`config.mk`:
```
export PLATFORM = sky130hd
export DESIGN_NAME = huffman_decoder
export DESIGN_NICKNAME = d
export VERILOG_FILES = /design/src/rtl/huffman_decoder.sv
export SDC_FILE = /design/constraint.sdc
export NUM_CORES = 1
export LEC_CHECK = 0
export ABC_AREA = 1
export ABC_CLOCK_PERIOD_IN_PS = 8300
export BUFFER_PORTS_ARGS = -buffer_cell sky130_fd_sc_hd__clkbuf_2
export CORE_MARGIN = 5
export CORE_UTILIZATION = 40
export DETAILED_ROUTE_END_ITERATION = 8
export SYNTH_ARGS = -nofsm -noshare
export SYNTH_HDL_FRONTEND = slang
export SYNTH_SLANG_ARGS = --single-unit
```
`constraint.sdc`:
```
create_clock -name clk -period 8.3 [get_ports clk]
set_input_delay 1.245 -clock clk [delete_from_list [all_inputs] [get_ports clk]]
set_output_delay 1.245 -clock clk [all_outputs]
set_load 0.05 [all_outputs]
```
`src/rtl/huffman_decoder.sv`:
```
// Serial Huffman decoder for a six-symbol code table latched on code_valid.
// Optional per-symbol decoded counters (DCNT1..DCNT6) are enabled by defining HUFF_DEC_HIST_EN.
module huffman_decoder #(
    parameter int N_SYM = 100
) (
    input  logic       clk,
    input  logic       reset,
    input  logic       code_valid,
    input  logic [7:0] HC1,
    input  logic [7:0] HC2,
    input  logic [7:0] HC3,
    input  logic [7:0] HC4,
    input  logic [7:0] HC5,
    input  logic [7:0] HC6,
    input  logic [7:0] M1,
    input  logic [7:0] M2,
    input  logic [7:0] M3,
    input  logic [7:0] M4,
    input  logic [7:0] M5,
    input  logic [7:0] M6,
    input  logic       bit_valid,
    input  logic       bit_in,
    output logic       sym_valid,
    output logic [7:0] sym_data,
    output logic       done,
    output logic       err
`ifdef HUFF_DEC_HIST_EN
    ,
    output logic [7:0] DCNT1,
    output logic [7:0] DCNT2,
    output logic [7:0] DCNT3,
    output logic [7:0] DCNT4,
    output logic [7:0] DCNT5,
    output logic [7:0] DCNT6
`endif
);

    typedef enum logic [1:0] {IDLE, RUN, DONE, ERR} state_t;

    state_t     state_q, state_d;
    logic [6:0] acc_q, acc_d;
    logic [3:0] len_q, len_d;
    logic [6:0] sym_cnt_q, sym_cnt_d;
    logic [7:0] hc_q [6];
    logic [7:0] hc_d [6];
    logic [7:0] m_q [6];
    logic [7:0] m_d [6];
    logic       sym_valid_q, sym_valid_d;
    logic [7:0] sym_data_q, sym_data_d;
    logic       done_q, done_d;
    logic       err_q, err_d;

    logic [7:0] hc_in [6];
    logic [7:0] m_in [6];
    logic [7:0] acc_n;
    logic [3:0] len_n;
    logic [8:0] mask_wide;
    logic [7:0] mask_n;
    logic [5:0] match;
    logic [2:0] hit_k;

    assign hc_in[0] = HC1;
    assign hc_in[1] = HC2;
    assign hc_in[2] = HC3;
    assign hc_in[3] = HC4;
    assign hc_in[4] = HC5;
    assign hc_in[5] = HC6;
    assign m_in[0]  = M1;
    assign m_in[1]  = M2;
    assign m_in[2]  = M3;
    assign m_in[3]  = M4;
    assign m_in[4]  = M5;
    assign m_in[5]  = M6;

    // The accumulator's top bit is shifted out before it could ever be compared, so only 7 bits are stored.
    assign acc_n     = {acc_q, bit_in};
    assign len_n     = len_q + 4'd1;
    assign mask_wide = (9'd1 << len_n) - 9'd1;
    assign mask_n    = mask_wide[7:0];

    generate
        for (genvar gi = 0; gi < 6; gi++) begin : g_match
            assign match[gi] = (m_q[gi] == mask_n) && ((hc_q[gi] & m_q[gi]) == acc_n);
        end
    endgenerate

    // Lowest symbol index wins when the table is not prefix-free.
    always_comb begin
        hit_k = 3'd0;
        for (int i = 5; i >= 0; i--) begin
            if (match[i]) hit_k = 3'(i + 1);
        end
    end

    always_comb begin
        state_d     = state_q;
        acc_d       = acc_q;
        len_d       = len_q;
        sym_cnt_d   = sym_cnt_q;
        hc_d        = hc_q;
        m_d         = m_q;
        sym_valid_d = 1'b0;
        sym_data_d  = sym_data_q;
        done_d      = done_q;
        err_d       = err_q;
        if (code_valid) begin
            hc_d      = hc_in;
            m_d       = m_in;
            acc_d     = 7'd0;
            len_d     = 4'd0;
            sym_cnt_d = 7'd0;
            done_d    = 1'b0;
            err_d     = 1'b0;
            state_d   = RUN;
        end else if (state_q == RUN && bit_valid) begin
            if (|match) begin
                sym_valid_d = 1'b1;
                sym_data_d  = {5'd0, hit_k};
                acc_d       = 7'd0;
                len_d       = 4'd0;
                if (sym_cnt_q != 7'd127) sym_cnt_d = sym_cnt_q + 7'd1;
                if (sym_cnt_d == 7'(N_SYM)) begin
                    done_d  = 1'b1;
                    state_d = DONE;
                end
            end else if (len_n == 4'd8) begin
                err_d   = 1'b1;
                state_d = ERR;
            end else begin
                acc_d = acc_n[6:0];
                len_d = len_n;
            end
        end
    end

    always_ff @(posedge clk) begin
        if (reset) begin
            state_q     <= IDLE;
            acc_q       <= 7'd0;
            len_q       <= 4'd0;
            sym_cnt_q   <= 7'd0;
            sym_valid_q <= 1'b0;
            sym_data_q  <= 8'd0;
            done_q      <= 1'b0;
            err_q       <= 1'b0;
            for (int i = 0; i < 6; i++) begin
                hc_q[i] <= 8'd0;
                m_q[i]  <= 8'd0;
            end
        end else begin
            state_q     <= state_d;
            acc_q       <= acc_d;
            len_q       <= len_d;
            sym_cnt_q   <= sym_cnt_d;
            sym_valid_q <= sym_valid_d;
            sym_data_q  <= sym_data_d;
            done_q      <= done_d;
            err_q       <= err_d;
            hc_q        <= hc_d;
            m_q         <= m_d;
        end
    end

    assign sym_valid = sym_valid_q;
    assign sym_data  = sym_data_q;
    assign done      = done_q;
    assign err       = err_q;

`ifdef HUFF_DEC_HIST_EN
    logic [7:0] dcnt_all [6];

    generate
        for (genvar gi = 0; gi < 6; gi++) begin : g_hist
            logic [7:0] cnt_q, cnt_d;

            always_comb begin
                cnt_d = cnt_q;
                if (code_valid) begin
                    cnt_d = 8'd0;
                end else if (sym_valid_d && hit_k == 3'(gi + 1) && cnt_q != 8'd255) begin
                    cnt_d = cnt_q + 8'd1;
                end
            end

            always_ff @(posedge clk) begin
                if (reset) cnt_q <= 8'd0;
                else       cnt_q <= cnt_d;
            end

            assign dcnt_all[gi] = cnt_q;
        end
    endgenerate

    assign DCNT1 = dcnt_all[0];
    assign DCNT2 = dcnt_all[1];
    assign DCNT3 = dcnt_all[2];
    assign DCNT4 = dcnt_all[3];
    assign DCNT5 = dcnt_all[4];
    assign DCNT6 = dcnt_all[5];
`endif

endmodule

```
==> Yosys cells after proc, flatten, opt, wreduce, memory -nomap -nowiden <==
Index checks and enable logic that the tools add are counted.
{ "totals": {"register_bits": 122, "latch_bits": 0, "ramBits": 0, "mem_bits_ro": 0, "inputBits": 101, "out_inout_bits": 11, "word_cells": 93, "memories": 0} }
{ "classes": {"n_addsub": 3, "mul": 0, "n_div": 0, "order_cmp": 0, "n_eq_ne": 19, "shifts": 1, "n_mux": 20, "bitwise_logic": 9, "n_reduce_logical": 20} }
{ "op_table": {"columns": ["operator", "count"], "rows": [
  ["8-bit == test", 12],
  ["8-bit AND", 6],
  ["7-bit 2-to-1 mux", 6],
  ["3-bit 2-to-1 mux", 6],
  ["3-bit AND reduction", 5],
  ["4-bit 2-to-1 mux", 2],
  ["1-bit by 4-bit << shifter with 8-bit output (first input constant)", 1],
  ["8-bit by 1-bit subtractor with 8-bit output (second input constant)", 1],
  ["7-bit by 1-bit adder with 7-bit output (second input constant)", 1],
  ["7-bit == test (second input constant)", 1],
  ["1-bit logical AND", 7],
  ["7-bit != test (second input constant)", 1],
  ["2-bit 2-to-1 mux", 3],
  ["6-bit OR reduction", 1],
  ["4-bit by 1-bit adder with 4-bit output (second input constant)", 1],
  ["4-bit == test (second input constant)", 1],
  ["2-bit AND reduction", 2],
  ["2-bit nonzero test", 2],
  ["1-bit 2-to-1 mux", 3],
  ["3-bit by 2-bit != test with 1-bit output (second input constant)", 1],
  ["1-bit inverter", 3],
  ["3-bit nonzero test", 1],
  ["3-bit OR reduction", 1],
  ["2-bit by 1-bit == test with 1-bit output (second input constant)", 1],
  ["3 further kinds", 3]
]} }

==> Logic depth before layout (Yosys ltp) <==
Gate-level depths: netlist of run 1.
{ "depth": {"word_depth": 14, "depth_mapped": 27} }

==> Worst setup path after synthesis of run 1 <==
OpenSTA, ideal clock, no wires.
{ "synth_timing": {"path_kind": "register to register", "from": "register len_q[0]", "to": "register sym_data_q[1] (netlist: sym_data[1])", "arrival_ns": 3.004, "required_ns": 8.190, "path_slack_ns": 5.187, "path_stages_with_launch": 27, "n_path_buf": 1, "cell_sequence": "dfxtp_1 -> ha_1 -> inv_1 -> nand2_1 -> nand2_2 -> nor2_1 -> nand2_2 -> buf_6 -> ha_1 -> inv_1 -> nand2_1 -> nand2_1 -> nand2_1 -> nor2_1 -> nand3_1 -> nor2_1 -> nand3_1 -> nor2_1 -> nand3_1 -> nor2_1 -> nand3_1 -> nand3_1 -> nor2_2 -> nor2_2 -> nand3_1 -> nand2_1 -> nor2_1"} }
{ "synth_between": {"elab_chain_cells": 11} }
{ "synth_rtl": {"columns": ["element", "line_no", "text"], "rows": [
  ["start, declared", "42", "logic [3:0] len_q, len_d;"],
  ["start signal, assigned", "153", "len_q <= len_d;"],
  ["4-bit by 1-bit adder with 4-bit output *", "77", "assign len_n = len_q + 4'd1;"],
  ["1-bit by 4-bit << shifter with 8-bit output *", "78", "assign mask_wide = (9'd1 << len_n) - 9'd1;"],
  ["8-bit by 1-bit subtractor with 8-bit output *", "78", null],
  ["8-bit == test", "83", "assign match[gi] = (m_q[gi] == mask_n) && ((hc_q[gi] & m_q[gi]) == acc_n);"],
  ["1-bit logical AND", "83", null],
  ["3-bit 2-to-1 mux (6 in a row)", "91", "if (match[i]) hit_k = 3'(i + 1);"],
  ["end signal, assigned", "156", "sym_data_q <= sym_data_d;"],
  ["end, declared", "49", "logic [7:0] sym_data_q, sym_data_d;"]
]} }
Every way passes the cells marked *; elsewhere a longest branch is shown, timed or not.
A chain may end at the register's enable or synchronous reset.

==> Worst setup path in the final report of run 1 <==
{ "layout_timing": {"from": "register len_q[1]", "to": "register sym_data_q[1] (netlist: sym_data[1])"} }
Same word-level chain as after synthesis.

==> results.yml, run 1 <==
worst_setup_path:
  cp-start-kind: "register"
  path_cells: "ha_1 > inv_1 > nand2_1 > nand2_2 > nor2_1 > nand2_2 > ha_1 > inv_1 > nand2_1 > nand3_1 > nor2_1 > nand3_1 > nor2_1 > nand3_1 > nor2_1 > nand3_1 > nor2_1 > nand3_1 > nand3_1 > nor2_2 > nor2_2 > nand3_1 > nand2_1 > nor2_1"
  worstSetupEndpointType: "register"
  timing.reg2reg.setup_slack_ns: 4.27
  crit_type: "reg -> reg"
  reg2reg_from: "len_q[1]$_SDFFE_PP0P_"
  worstPathArrival_ns: 4.34
  critPathTopFamily: "simple AND/OR/NAND/NOR gates"
  crit_path_max_fanout: 11
  critPathBufInv: 2
  reg2regPathDepth: 24
  worst_path_max_delay_cell: "ha_1"
  slowest_delay_ns: 0.55
  worst_r2r_endpoint: "sym_data[1]$_SDFFE_PP0P_"
  crit_path_frequent_cell: "nand3_1"
  cp.required_ns: 8.61
route:
  detail-route-antenna-nets: 0
  num_vias: 7468
  wl_per_cell_microns: 15.1
  drtPass1Iterations: 7
  vias_per_cell: 4.99
  drtIter0Drc: 585
  routed_wl_mm: 22.6
  drc: 0
die:
  die_y_microns: 145
  placementRows: 49
  die-area_sq_um: 20900
  die_x_microns: 145
  start_util_pct: 40.5
  ios: 112
  core_area_sq_um: 17900
timing:
  max_slew.worst_pin.slew_ns: 0.775
  fmax_ghz: 0.248
  fin_setup_tns_ns: 0
  rsz0062_at_grt: "false"
  timing.hold.ws_ns: 0.448
  setup-violations-final: 0
  drv_slew: 0
  finalHoldViolations: 0
  final.period_utilization_pct: 48.6
  fin_crit_ns: 4.03
  slew-limit-headroom_pct: 48.2
  fin_skew_ns: 0.0122
min_path:
  hp-class: "reg -> reg"
  worst_hold_startpoint: "done$_SDFFE_PP0P_"
  hold_path_depth: 2
  hold_end: "done$_SDFFE_PP0P_"
power_and_ir_drop:
  power_leakage_nw: 4.00
  ir_worst_vdd_v: 0.000143
  powerDensity_nw_per_um2: 196
place:
  dp.cells: 1465
  placed_area_sq_um: 7880
  dp_hpwl_mm: 16.4
  gp_congestion: 0.989
  portBuffers: 106
grt:
  antenna_found_initial: 0
  grt_max_degree: 100
  grt_pass1_wl_mm: 35.4
  grt_usage_pct: 21.9
  grt_pass1_vias: 6883
  overflow: 0
layout:
  layout.cell_area.non_filler_sq_um: 8470
  antenna_cells: 0
  fill_cells: 1902
  drive_gt1_share_pct: 14.9
  area_growth_pct: 16.8
  layout.nets: 1363
  stdcell_count: 1496
clock_network:
  cts.sinks: 122
  tritoncts: "yes"
  post_cts_buffers: 0
  htree_levels: 4
  root_buffer: "clkbuf_16"
  cts_resized: 0
  cts_made_buffers: 17
  clk_latency_ns: 0.42
  clock_path_buffers: 2
  holdBufCountCts: 0
  path_clk_slew_ns: 0.05
logic_synthesis:
  synth_warnings: 0
  synthCells: 1172
  synth_top_family_by_area: "simple AND/OR/NAND/NOR gates"
  synth_top_area_cell: "dfxtp_1"
  yosysMostFrequentCell: "nand2_1"
  synth_simple_gate_area_share_pct: 41.7
  ys_types: 34
  ys.flop_type: "dfxtp_1"
  synth_area_sq_um: 7250
  synth_mux_area_share_pct: 0.138
  synthTopCellsByCount: "285 x nand2_1, 235 x nor2_1, 122 x dfxtp_1"
  synthArstFlopShare_pct: 0
  synth-seq-area-share_pct: 33.7
  synth_xor_area_share_pct: 3.26
  ys_seq_elements: 122
  synth_area_per_cell_sq_um: 6.19
  netlist.area_leader.share_pct: 33.7
  synth_compound_area_share_pct: 11.4
  synth_area_leaders: "dfxtp_1 34%, nand2_1 15%, nor2_1 12%"
  synth-edff-count: 0
  synth_fa_ha_area_share_pct: 1.21
flow_run:
  cap_violations: 0
status:
  status: "finished clean"
power breakdown:
group	internal (mW)	total [mW]	switching, mW	leakage, nW
Sequential	0.621	0.657	0.0358	1.01
Clock	0.484	0.749	0.265	0.291
Combinational	0.0885	0.256	0.167	2.70
Total	1.19	1.66	0.468	4.00
metal layers:
metal / track usage [%] / share of wire (%)
met1: 30.6 / 47
met2: 34.5 / 46
met3: 4.24 / 5.9
met4: 6.23 / 1.8
met5: 0 / 0
kinds of logic (layout without fill, tap and decap cells):
group                    after synthesis  count (layout)
other                                  1               5
adder cells (fa/ha/maj)                7               7
flip-flops                           122             122
AND/OR/NAND/NOR                      697             697
buffers and inverters                154             245
XOR/XNOR                              27              27
AO/OA/AOI/OAI                        163             163
multiplexers                           1               1
worst max-delay path by stage:
stage                          start                  endpoint  slack, ns  depth (start not counted)
2_1_floorplan  len_q[0]$_SDFFE_PP0P_  sym_data[1]$_SDFFE_PP0P_       5.19                         26
3_3_place_gp   len_q[0]$_SDFFE_PP0P_  sym_data[1]$_SDFFE_PP0P_       4.47                         24
3_5_place_dp   len_q[1]$_SDFFE_PP0P_  sym_data[1]$_SDFFE_PP0P_       4.31                         24
4_1_cts        len_q[1]$_SDFFE_PP0P_  sym_data[1]$_SDFFE_PP0P_       4.27                         24
5_1_grt        len_q[1]$_SDFFE_PP0P_  sym_data[1]$_SDFFE_PP0P_       3.71                         24
6_report       len_q[1]$_SDFFE_PP0P_  sym_data[1]$_SDFFE_PP0P_       4.27                         24
cell type report:
cell class	count	area [sq um]	share of cell area (%)
Multi-Input combinational cell	900	4200	49.6
Sequential cell	122	2440	28.8
Timing Repair Buffer	110	561	6.62
Clock buffer	23	468	5.52
Inverter	104	395	4.67
Tap cell	229	287	3.38
Clock inverter	8	119	1.40
tightest hold or removal path: cells and delay by family (launching register included):
kind	cells	cell delay [ns]
AOI/OAI and AO/OA	1	0.05
DFF	1	0.31
buffers and inverters	1	0.05
metrics by stage:
step	utilization [%]	total power, mW	setup slack (ns)
floorplan	-	0.839	5.19
detailed placement	44.0	0.922	4.31
finish	47.3	1.66	4.27
global placement	44.0	0.920	4.47
CTS	47.3	1.67	4.27
global route	47.3	1.74	3.71
sequential cells by signal, summed over array words and instances, names as in the netlist:
name	count
err	1
sym_cnt_q	7
len_q	4
done	1
acc_q	7
hc_q	48
state_q	2
sym_valid	1
m_q	48
sym_data	3
layout by cell type (no fill, tap or decap):
cell type and instances:
clkbuf_16 17, xnor2_1 2, xor2_1 25, nand3_4 2, a21oi_1 50, inv_4 2, nand2_4 5, o21ai_0 111
buf_4 4, inv_2 3, nor2_2 11, nand3b_1 4, nand2_2 17, inv_1 99, nor3b_1 1, clkbuf_2 106
clkinv_2 4, ha_1 7, nand3_2 5, conb_1 5, clkbuf_1 4, o21ai_2 1, nand4_1 11, bufinv_16 3
nand2b_1 1, clkbuf_8 2, nand2_1 285, or3_1 1, nand3_1 109, nor3_1 5, clkinv_4 1, mux2i_1 1
dfxtp_1 122, nor2_4 4, nor2_8 1, a21oi_2 1, nor2_1 235
(Power assumes the default switching activity.)
==> run 2, diff against run 1 <==
Settings changed: ABC_CLOCK_PERIOD_IN_PS 8300 to 3600.
Clock period 8.3 ns to 3.6 ns, I/O delays scaled along.
==> run 2 against run 1 <==
  * Non-clock buffer count up 16
  * Largest power group unchanged
  * Clock skew down 0.0026 ns
  * First-iteration DRC count up 4.6%
  * Critical path type unchanged
  * Final cell count up 1.1%
  * Via count up 0.55%
  * Clock-buffer cell count down 2
  * Register-to-register slack worse by 4.0 ns
  * Routed wire length up 1.0%
  * Combinational power up 140%
  * Maximum frequency up 21%
  * Core utilization up 1.7 points
==> results.yml, run 2 (synthesis results as in run 1) <==
power_and_ir_drop:
  p_comb_share_pct: 15.2
  power_leakage_nw: 4.11
  p_int_mw: 2.93
  powerDensity_nw_per_um2: 461
  seqPwrFrac_pct: 37.4
  pwr-share-clk_pct: 47.4
  p_total_mw: 4.04
  p_switching_mw: 1.11
  switching_share_pct: 27.5
  ir_worst_vdd_v: 0.000328
min_path:
  worst_hold_startpoint: "reset"
  hold_path_depth: 2
  hold_end: "state_q[0]$_SDFFE_PP0P_"
  hp-class: "in -> reg"
worst_setup_path:
  crit_path_max_fanout: 8
  crit_type: "reg -> reg"
  cp.required_ns: 3.95
  worst_r2r_endpoint: "acc_q[3]$_SDFFE_PP0P_"
  reg2regPathDepth: 25
  reg2reg_from: "len_q[0]$_SDFFE_PP0P_"
  cp-start-kind: "register"
  timing.reg2reg.setup_slack_ns: 0.26
  worstPathArrival_ns: 3.69
  worstSetupEndpointType: "register"
clock_network:
  root_buffer: "clkbuf_16"
  htree_levels: 4
  clk_latency_ns: 0.42
  cts_made_buffers: 17
  path_clk_slew_ns: 0.05
  clock_path_buffers: 2
  cts.sinks: 122
  tritoncts: "yes"
route:
  detail-route-antenna-nets: 0
  vias_per_cell: 4.96
  wl_per_cell_microns: 15.1
  drc: 0
  drtIter0Drc: 612
  num_vias: 7509
  routed_wl_mm: 22.9
  drtPass1Iterations: 5
die:
  start_util_pct: 40.5
  die-area_sq_um: 20900
  die_x_microns: 145
  die_y_microns: 145
  ios: 112
  placementRows: 49
  core_area_sq_um: 17900
layout:
  stdcell_count: 1513
  utilization_pct: 49.0
  drive_gt1_share_pct: 17.6
  area_growth_pct: 20.9
  layout.cell_area.non_filler_sq_um: 8770
  antenna_cells: 0
  final_common_cell: "nand2_1"
  reg.largest.list: "hc_q (48), m_q (48)"
  layout.nets: 1379
  layout_common_cells: "281 x nand2_1, 230 x nor2_1, 120 x dfxtp_1"
timing:
  fin_setup_tns_ns: 0
  fin_ws_ns: 0.260
  slew-limit-headroom_pct: 50.1
  fin_skew_ns: 0.00959
  timing.hold.ws_ns: 0.331
  fmax_ghz: 0.299
  setup-violations-final: 0
  drv_slew: 0
  max_slew.worst_pin.slew_ns: 0.747
  fin_crit_ns: 3.34
  final.period_utilization_pct: 92.8
  finalHoldViolations: 0
grt:
  grt_pass1_wl_mm: 36.0
  overflow: 0
  grt_usage_pct: 22.2
  antenna_found_initial: 0
  grt_max_degree: 64
  grt_pass1_vias: 7036
place:
  placed_area_sq_um: 7980
  portBuffers: 106
  dp_hpwl_mm: 16.6
  dp.cells: 1476
  gp_congestion: 0.966
  pre_cts_ws_ns: 0.101
status:
  status: "finished clean"
flow_run:
  cap_violations: 0
[run 2: worst max-delay path: stages (launching register included)]
cell	delay, ns
dfxtp_4	0.39
ha_4	0.15
inv_1	0.04
nand2_1	0.10
nand2_4	0.09
nor2_1	0.13
nand2_2	0.10
ha_4	0.29
clkinvlp_4	0.24
nand2_2	0.14
nand3_1	0.08
nor2_1	0.10
nand3_1	0.07
nor2_1	0.08
nand2_1	0.07
nor2_1	0.15
nand3_1	0.09
nor2_1	0.12
nand3_1	0.11
nand2_1	0.12
nor2_2	0.07
nand3_4	0.14
nand2_4	0.09
inv_6	0.12
nor2_1	0.05
nor2_1	0.13
[run 2: how the worst max path moves through the flow]
stage | cells after the start | end | startpoint
after global placement | 25 | sym_data[1]$_SDFFE_PP0P_ | len_q[0]$_SDFFE_PP0P_
after floorplan | 26 | sym_data[1]$_SDFFE_PP0P_ | len_q[0]$_SDFFE_PP0P_
after CTS | 25 | sym_data[1]$_SDFFE_PP0P_ | len_q[0]$_SDFFE_PP0P_
final | 25 | acc_q[3]$_SDFFE_PP0P_ | len_q[0]$_SDFFE_PP0P_
after detailed placement | 25 | sym_data[1]$_SDFFE_PP0P_ | len_q[0]$_SDFFE_PP0P_
after global routing | 25 | acc_q[0]$_SDFFE_PP0P_ | len_q[0]$_SDFFE_PP0P_
[run 2: cell type report]
class / instances / area (sq um)
fill: 1907 / 9130
multi-input combinational: 900 / 4280
sequential: 122 / 2450
timing repair buffer: 126 / 693
clock buffer: 21 / 470
inverter: 104 / 402
tap: 229 / 287
clock inverter: 11 / 190
[run 2: power by group through the flow]
stage          sequential [mW]  clock, mW  combinational (mW)
3_3_place_gp              1.54          0               0.590
2_1_floorplan             1.50          0               0.429
5_1_grt                   1.52       2.01               0.696
3_5_place_dp              1.54          0               0.592
6_report                  1.51       1.92               0.613
4_1_cts                   1.51       1.94               0.596
[run 2: what timing repair did]
| action | CTS | global route |
|---|---|---|
| endpoints found under the setup margin | 0 | 26 |
| hold buffers | 0 | 0 |
| setup buffers | 0 | 5 |
| resized for setup | 0 | 24 |
[run 2: metal layers]
layer,track usage (%),routed length [microns],vias to the layer above
met5,0,0,-
met4,9.33,697,0
met3,4.01,1340,42
met2,34.2,10100,216
met1,30.7,10700,3334
li1,-,-,3917
==> run 3, diff against run 2 <==
Settings changed: SETUP_SLACK_MARGIN set to 0.4.
==> run 3 against run 2 <==
  * Design area grew 2.6%
  * Largest power group unchanged
  * Clock power is essentially flat
  * Highest routed layer unchanged
  * Critical path type unchanged
  * Final cell count grew 0.66%
==> results.yml, run 3 (synthesis results as in run 1) <==
status:
  status: "finished clean"
die:
  die-area_sq_um: 20900
  die_x_microns: 145
  core_area_sq_um: 17900
  die_y_microns: 145
  start_util_pct: 40.5
  placementRows: 49
  ios: 112
timing:
  fin_crit_ns: 3.33
  fin_setup_tns_ns: 0
  finalHoldViolations: 0
  timing.hold.ws_ns: 0.337
  slew-limit-headroom_pct: 48.5
  drv_slew: 0
  setup-violations-final: 0
  final.period_utilization_pct: 92.4
  max_slew.worst_pin.slew_ns: 0.772
  fmax_ghz: 0.301
  fin_skew_ns: 0.00693
  rsz0062_at_grt: "true"
  fin_ws_ns: 0.273
worst_setup_path:
  reg2reg_from: "len_q[0]$_SDFFE_PP0P_"
  crit_type: "reg -> reg"
  crit_path_max_fanout: 8
  cp-start-kind: "register"
  slowest_delay_ns: 0.38
  worstSetupEndpointType: "register"
  crit_path_frequent_cell: "nor2_1"
  cp.required_ns: 3.95
  critPathTopFamily: "simple AND/OR/NAND/NOR gates"
  worst_r2r_endpoint: "acc_q[3]$_SDFFE_PP0P_"
  critPathBufInv: 5
  timing.reg2reg.setup_slack_ns: 0.27
  reg2regPathDepth: 25
  worstPathArrival_ns: 3.68
  worst_path_max_delay_cell: "dfxtp_4"
route:
  wl_per_cell_microns: 15.1
  detail-route-antenna-nets: 0
  drtIter0Drc: 605
  drc: 0
  num_vias: 7588
  drtPass1Iterations: 5
  routed_wl_mm: 23.0
  vias_per_cell: 4.98
clock_network:
  cts_made_buffers: 17
  cts.sinks: 122
  tritoncts: "yes"
  path_clk_slew_ns: 0.05
  clk_latency_ns: 0.42
  htree_levels: 4
  clock_path_buffers: 2
  root_buffer: "clkbuf_16"
grt:
  grt_pass1_wl_mm: 36.5
  grt_max_degree: 64
  grt_pass1_vias: 7144
  grt_usage_pct: 22.5
  antenna_found_initial: 0
  overflow: 0
layout:
  utilization_pct: 50.2
  drive_gt1_share_pct: 20.2
  layout.cell_area.non_filler_sq_um: 8990
  reg.largest.list: "hc_q (48), m_q (48)"
  layout.nets: 1389
  final_common_cell: "nand2_1"
  layout_common_cells: "277 x nand2_1, 223 x nor2_1, 119 x dfxtp_1"
  antenna_cells: 0
  area_growth_pct: 24.0
min_path:
  hold_path_depth: 2
  hold_end: "sym_valid$_SDFF_PP0_"
  worst_hold_startpoint: "reset"
  hp-class: "in -> reg"
power_and_ir_drop:
  ir_worst_vdd_v: 0.000330
  power_leakage_nw: 4.21
  powerDensity_nw_per_um2: 452
place:
  gp_congestion: 0.966
  dp_hpwl_mm: 16.6
  portBuffers: 106
  pre_cts_ws_ns: 0.101
  placed_area_sq_um: 7980
flow_run:
  cap_violations: 0
-- run 3: changes by cell type in the layout (fill, tap and decap cells not counted), sizes merged --
| cell | previous run | this run |
|---|---|---|
| buf | 20 | 30 |
-- run 3: repair_timing --
item	4_1_cts	5_1_grt
setup endpoints to repair	26	26
cloned	0	0
gates resized for setup	18	46
hold buffers	0	0
setup buffers	8	7
pin swaps	8	24
-- run 3: area by class of cell --
type / count / area (sq um)
sequential: 122 / 2450
inverter: 104 / 404
fill: 1880 / 8910
clock inverter: 11 / 190
clock buffer: 21 / 470
timing repair buffer: 136 / 787
multi-input combinational: 900 / 4400
tap: 229 / 287
-- run 3: report_power, final --
| group | leakage, nW | switching (mW) | total, mW | internal, mW |
|---|---|---|---|---|
| clock network | 0.323 | 0.635 | 1.92 | 1.28 |
| logic | 2.87 | 0.407 | 0.634 | 0.227 |
| registers | 1.01 | 0.0783 | 1.51 | 1.43 |
| total | 4.21 | 1.12 | 4.06 | 2.94 |
-- run 3: layer usage --
| metal | wire length, microns | GRT usage, % | vias to the layer above | share of wire [%] |
|---|---|---|---|---|
| li1 | - | - | 3933 | - |
| met1 | 10700 | 31.1 | 3386 | 46 |
| met2 | 10300 | 34.9 | 224 | 45 |
| met3 | 1360 | 3.81 | 45 | 5.9 |
| met4 | 654 | 9.47 | 0 | 2.8 |
| met5 | 0 | 0 | - | 0 |
-- run 3: per-stage QoR --
step,total power [mW],std cells
after floorplan,1.93,1176
after global placement,2.13,1476
after detailed placement,2.13,1476
after CTS,4.06,1516
after global routing,4.25,1523
final,4.06,1523
-- run 3: worst max path at each step --
stage / slack [ns] / cells past startpoint / from / end
2_1_floorplan: 0.49 / 26 / len_q[0]$_SDFFE_PP0P_ / sym_data[1]$_SDFFE_PP0P_
3_3_place_gp: 0.19 / 25 / len_q[0]$_SDFFE_PP0P_ / sym_data[1]$_SDFFE_PP0P_
3_5_place_dp: 0.10 / 25 / len_q[0]$_SDFFE_PP0P_ / sym_data[1]$_SDFFE_PP0P_
4_1_cts: 0.40 / 25 / len_q[0]$_SDFFE_PP0P_ / acc_q[3]$_SDFFE_PP0P_
5_1_grt: 0.12 / 25 / len_q[0]$_SDFFE_PP0P_ / acc_q[3]$_SDFFE_PP0P_
6_report: 0.27 / 25 / len_q[0]$_SDFFE_PP0P_ / acc_q[3]$_SDFFE_PP0P_
